[config.mk]
export PLATFORM = sky130hd
export DESIGN_NAME = mem_arbiter
export DESIGN_NICKNAME = d
export VERILOG_FILES = /design/src/rtl/mem_arbiter.sv
export SDC_FILE = /design/constraint.sdc
export NUM_CORES = 1
export LEC_CHECK = 0
export CAP_MARGIN = 0
export CORE_AREA = 2 2 132 96
export CTS_CLUSTER_SIZE = 8
export DETAILED_ROUTE_END_ITERATION = 16
export DIE_AREA = 0 0 134 98
export GPL_ROUTABILITY_DRIVEN = 0
export PLACE_DENSITY = 0.78
export SYNTH_ARGS = -nofsm -noshare
export SYNTH_HDL_FRONTEND = slang
export SYNTH_SLANG_ARGS = --single-unit
[constraint.sdc]
create_clock -name clk -period 2.1 [get_ports clk]
set_input_delay 0.21 -clock clk [delete_from_list [all_inputs] [get_ports clk]]
set_output_delay 0.21 -clock clk [all_outputs]
set_load 0.03 [all_outputs]
[src/rtl/mem_arbiter.sv]
// Two-port arbiter sharing one memory port between instruction fetch and load/store.
// Optional feature: `MEM_ARB_ROUND_ROBIN_EN selects round-robin tie breaking instead of data priority.
module mem_arbiter #(
    parameter int ADDR_W = 32,
    parameter int DATA_W = 32
) (
    input  logic                clk,
    input  logic                rst,
    input  logic                i_read,
    input  logic [ADDR_W-1:0]   i_address,
    output logic [DATA_W-1:0]   i_rdata,
    output logic                i_resp,
    input  logic                d_read,
    input  logic                d_write,
    input  logic [ADDR_W-1:0]   d_address,
    input  logic [DATA_W-1:0]   d_wdata,
    input  logic [DATA_W/8-1:0] d_byte_enable,
    output logic [DATA_W-1:0]   d_rdata,
    output logic                d_resp,
    output logic                pmem_read,
    output logic                pmem_write,
    output logic [ADDR_W-1:0]   pmem_address,
    output logic [DATA_W-1:0]   pmem_wdata,
    output logic [DATA_W/8-1:0] pmem_byte_enable,
    input  logic [DATA_W-1:0]   pmem_rdata,
    input  logic                pmem_resp
);

    typedef enum logic [1:0] {
        IDLE   = 2'd0,
        I_BUSY = 2'd1,
        D_BUSY = 2'd2
    } state_t;

    state_t state;
    state_t state_next;
    logic   d_req;
    logic   grant_i;
    logic   grant_d;
    logic   tie_to_d;

    assign d_req = d_read | d_write;

`ifdef MEM_ARB_ROUND_ROBIN_EN
    localparam logic INSTR = 1'b0;
    localparam logic DATA  = 1'b1;
    logic last_grant;

    always_ff @(posedge clk or posedge rst) begin
        if (rst) begin
            last_grant <= INSTR;
        end else if (grant_d) begin
            last_grant <= DATA;
        end else if (grant_i) begin
            last_grant <= INSTR;
        end
    end

    // A tie goes to whichever side did not win last; after reset that is data.
    assign tie_to_d = (last_grant == INSTR);
`else
    assign tie_to_d = 1'b1;
`endif

    always_ff @(posedge clk or posedge rst) begin
        if (rst) begin
            state <= IDLE;
        end else begin
            state <= state_next;
        end
    end

    always_comb begin
        state_next = state;
        case (state)
            IDLE: begin
                if (grant_d) begin
                    state_next = D_BUSY;
                end else if (grant_i) begin
                    state_next = I_BUSY;
                end
            end
            I_BUSY, D_BUSY: begin
                if (pmem_resp) begin
                    state_next = IDLE;
                end
            end
            default: state_next = IDLE;
        endcase
    end

    // Grants are only decided in IDLE; requester inputs are ignored while busy.
    always_comb begin
        grant_i = 1'b0;
        grant_d = 1'b0;
        i_resp  = 1'b0;
        d_resp  = 1'b0;
        case (state)
            IDLE: begin
                if (d_req && (!i_read || tie_to_d)) begin
                    grant_d = 1'b1;
                end else if (i_read) begin
                    grant_i = 1'b1;
                end
            end
            I_BUSY:  i_resp = pmem_resp;
            D_BUSY:  d_resp = pmem_resp;
            default: ;
        endcase
    end

    assign i_rdata = pmem_rdata;
    assign d_rdata = pmem_rdata;

    // A simultaneous read and write from the data side is served as a write.
    always_ff @(posedge clk or posedge rst) begin
        if (rst) begin
            pmem_read        <= 1'b0;
            pmem_write       <= 1'b0;
            pmem_address     <= '0;
            pmem_wdata       <= '0;
            pmem_byte_enable <= '1;
        end else if (grant_d) begin
            pmem_read        <= ~d_write;
            pmem_write       <= d_write;
            pmem_address     <= d_address;
            pmem_wdata       <= d_wdata;
            pmem_byte_enable <= d_write ? d_byte_enable : '1;
        end else if (grant_i) begin
            pmem_read        <= 1'b1;
            pmem_write       <= 1'b0;
            pmem_address     <= i_address;
            pmem_byte_enable <= '1;
        end else if (state != IDLE && pmem_resp) begin
            pmem_read        <= 1'b0;
            pmem_write       <= 1'b0;
        end
    end

endmodule

==> flow_metrics.env <==
export IMPL_synth_area_leaders="dfrtp_1, buf_4, mux2_4"
export IMPL_die_width_microns=134
export IMPL_cp_max_fo=3
export IMPL_cts_root_buf="clkbuf_16"
export IMPL_crit_path_end_kind="primary output"
export IMPL_top_layer_used="met4"
export IMPL_clock_sinks=72
export IMPL_syn2layout_area_growth_pct=49.5
export IMPL_core_area_sq_um=12000
export IMPL_die_area_sq_um=13100
export IMPL_path_class="flip-flop to primary output"
export IMPL_clk_path_buf_depth=2
export IMPL_start_util=0.292
export IMPL_pwr_share_clk=0.164
export IMPL_ys_seq_area_frac=0.517
export IMPL_synthDominantCellAreaShare=0.487
export IMPL_yosys_area_top_type="dfrtp_1"
export IMPL_cp_start_kind="flip-flop"
export IMPL_r2r_end="pmem_address[12]$_DFFE_PP0P_"
export IMPL_n_fill_cell=1107
export IMPL_post_cts_buffers=0
export IMPL_rsz0062_at_grt="no"
export IMPL_slew_viol_final=0
export IMPL_met1_length_microns=3420
export IMPL_routed_wl_met2_microns=4160
export IMPL_grt_total_usage=0.135
export IMPL_critPathArrivalTime_ns=1.79
export IMPL_worstSkewPairLatency_ns=0.33
export IMPL_place_hpwl_microns=6370
export IMPL_seqPwrFrac=0.285
export IMPL_ir_drop_mv=0.833
export IMPL_ant_nets=0
export IMPL_wl_per_cell_microns=14.7
export IMPL_vias=2642
export IMPL_antenna_found_initial=0
export IMPL_finalCriticalPeriod_ns=2.00
export IMPL_drtPass1Iterations=4
export IMPL_slowest_delay_ns=0.69
export IMPL_slowest_stage="clkdlybuf4s50_1"
export IMPL_r2r_slack_ns=0.40
export IMPL_clkSlewWorstSetupHoldPaths_ns=0.06
export IMPL_power_internal_mw=5.23
export IMPL_layout_common_cells="clkdlybuf4s50_1, dfrtp_1, nor2_1"
export IMPL_hp_class="input pin to asynchronous set/reset pin"
export IMPL_p_sw_frac=0.405
export IMPL_antenna_cells=0
export IMPL_ys_types=23
export IMPL_viasPerCell=4.47
export IMPL_worst_slew_pin_slew_ns=0.408
export IMPL_syn_area_per_cell_sq_um=11.2
export IMPL_setup_viol=0
export IMPL_fin_tns_setup_ns=0
export IMPL_synthCells=313
export IMPL_max_freq_mhz=501
export IMPL_cts_made_buffers=9
export IMPL_p_leak_nw=2.15
export IMPL_num_rows=34
export IMPL_required_ns=1.89
export IMPL_hold_viol=0
export IMPL_ys_ff_latch=72
export IMPL_wl_met3_microns=994
export IMPL_cts_max_level=3
export IMPL_ys_flop_type="dfrtp_1"
export IMPL_power_density_nw_per_um2=1680
export IMPL_switchingPower_mw=3.56
export IMPL_final_util=0.437
export IMPL_routed_wl_microns=8680
export IMPL_ys_warn_count=0
export IMPL_cts_tree="yes"
export IMPL_cts_hold_fix_buffers=0
export IMPL_drtIter0Drc=53
export IMPL_cts_resized=0
export IMPL_drive_above_1_share=0.133
export IMPL_numPortBuffers=177
export IMPL_crit_chain="inv_1 -> ha_1 -> and2_1 -> clkdlybuf4s50_1"
export IMPL_synth_edf_count=0
export IMPL_num_io_pins=274
export IMPL_regToRegStartpoint="state[1]$_DFFE_PP0P_"
export IMPL_drc=0
export IMPL_fin_crit_sh=0.951
export IMPL_grt_overflow=0
export IMPL_grt_pass1_vias=2872
export IMPL_worstRegToRegCells=6
export IMPL_relSlewSlack=0.728
export IMPL_synthArstFlopShare=1.00
export IMPL_grt_pass1_wl_microns=14000
export IMPL_syn_area_sq_um=3490
export IMPL_syn_num_nets=454
export IMPL_maxCapViolations=0
export IMPL_final_common_cell="clkdlybuf4s50_1"
export IMPL_die_h_microns=98
export IMPL_grt_max_degree=73
export IMPL_finClkSkew_ns=0.00688
export IMPL_crit_path_start="state[0]$_DFFE_PP0P_"
export IMPL_fin_nets=567
export IMPL_status="finished clean"
export IMPL_pwr_share_comb=0.550
worst max-delay path, delay by kind of cell (launching register included):
| family | cells | cell delay (ns) |
|---|---|---|
| buffers and inverters | 2 | 0.78 |
| flip-flops | 1 | 0.40 |
| AND/OR/NAND/NOR | 1 | 0.13 |
| adder cells (fa/ha/maj) | 1 | 0.16 |
power groups by stage:
| stage | logic, mW | registers, mW | clock network [mW] |
|---|---|---|---|
| detailed placement | 4.87 | 2.53 | 0 |
| CTS | 4.88 | 2.52 | 1.51 |
| global route | 5.13 | 2.60 | 1.55 |
| floorplan | 1.88 | 3.84 | 0 |
| global placement | 4.77 | 2.49 | 0 |
| finish | 4.84 | 2.51 | 1.45 |
per-layer routing:
metal  GRT usage  up-vias
met1       0.148     1252
met3      0.0691       13
met4      0.0376        0
met5           0        -
li1            -     1214
met2       0.229      163
synthesized netlist by cell type (all sizes together), types with 3 or more instances:
library cell / n
inv: 5
nor2: 67
o22a: 4
mux2: 32
ha: 3
dfrtp: 68
dfstp: 4
o22ai: 33
nand2: 4
a21oi: 3
buf: 80
worst max-delay path by stage:
stage | end | slack, ns | cells after the start
final | d_resp | 0.10 | 4
after global placement | d_resp | 0.35 | 3
after floorplan | pmem_address[0]$_DFFE_PP0P_ | 0.07 | 1
after CTS | d_resp | 0.08 | 4
after detailed placement | d_resp | 0.30 | 3
after global routing | d_resp | 0.01 | 4
final cells by class:
type / count / area, sq um / area share
clock buffers: 10 / 229 / 0.0438
clock inverters: 4 / 47.5 / 0.00910
inverters: 5 / 18.8 / 0.00359
multi-input cells: 156 / 1070 / 0.205
flip-flops and latches: 72 / 1810 / 0.346
well taps: 162 / 203 / 0.0388
repair buffers: 182 / 1850 / 0.354
flip-flops by register name, indices dropped and copies added, names as in the netlist:
register	flops
pmem_read	1
pmem_write	1
state	2
pmem_address	32
pmem_byte_enable	4
pmem_wdata	32
stage by stage:
| stage | power [mW] | hold slack (ns) | area, sq um | instances | setup slack (ns) |
|---|---|---|---|---|---|
| floorplan | 5.72 | 0.338 | 3490 | 313 | 0.0717 |
| global placement | 7.26 | 0.420 | 4950 | 577 | 0.348 |
| detailed placement | 7.40 | 0.420 | 4950 | 577 | 0.301 |
| CTS | 8.91 | 0.298 | 5220 | 591 | 0.0782 |
| global route | 9.28 | 0.328 | 5220 | 591 | 0.0145 |
| finish | 8.79 | 0.250 | 5220 | 591 | 0.104 |
cell families after synthesis:
family / share of synthesized area
compound gates: 0.0824
simple gates: 0.0888
buf+inv: 0.179
flops: 0.517
mux: 0.121
fa+ha+maj: 0.0107
Power figures use the tool's default switching activity.
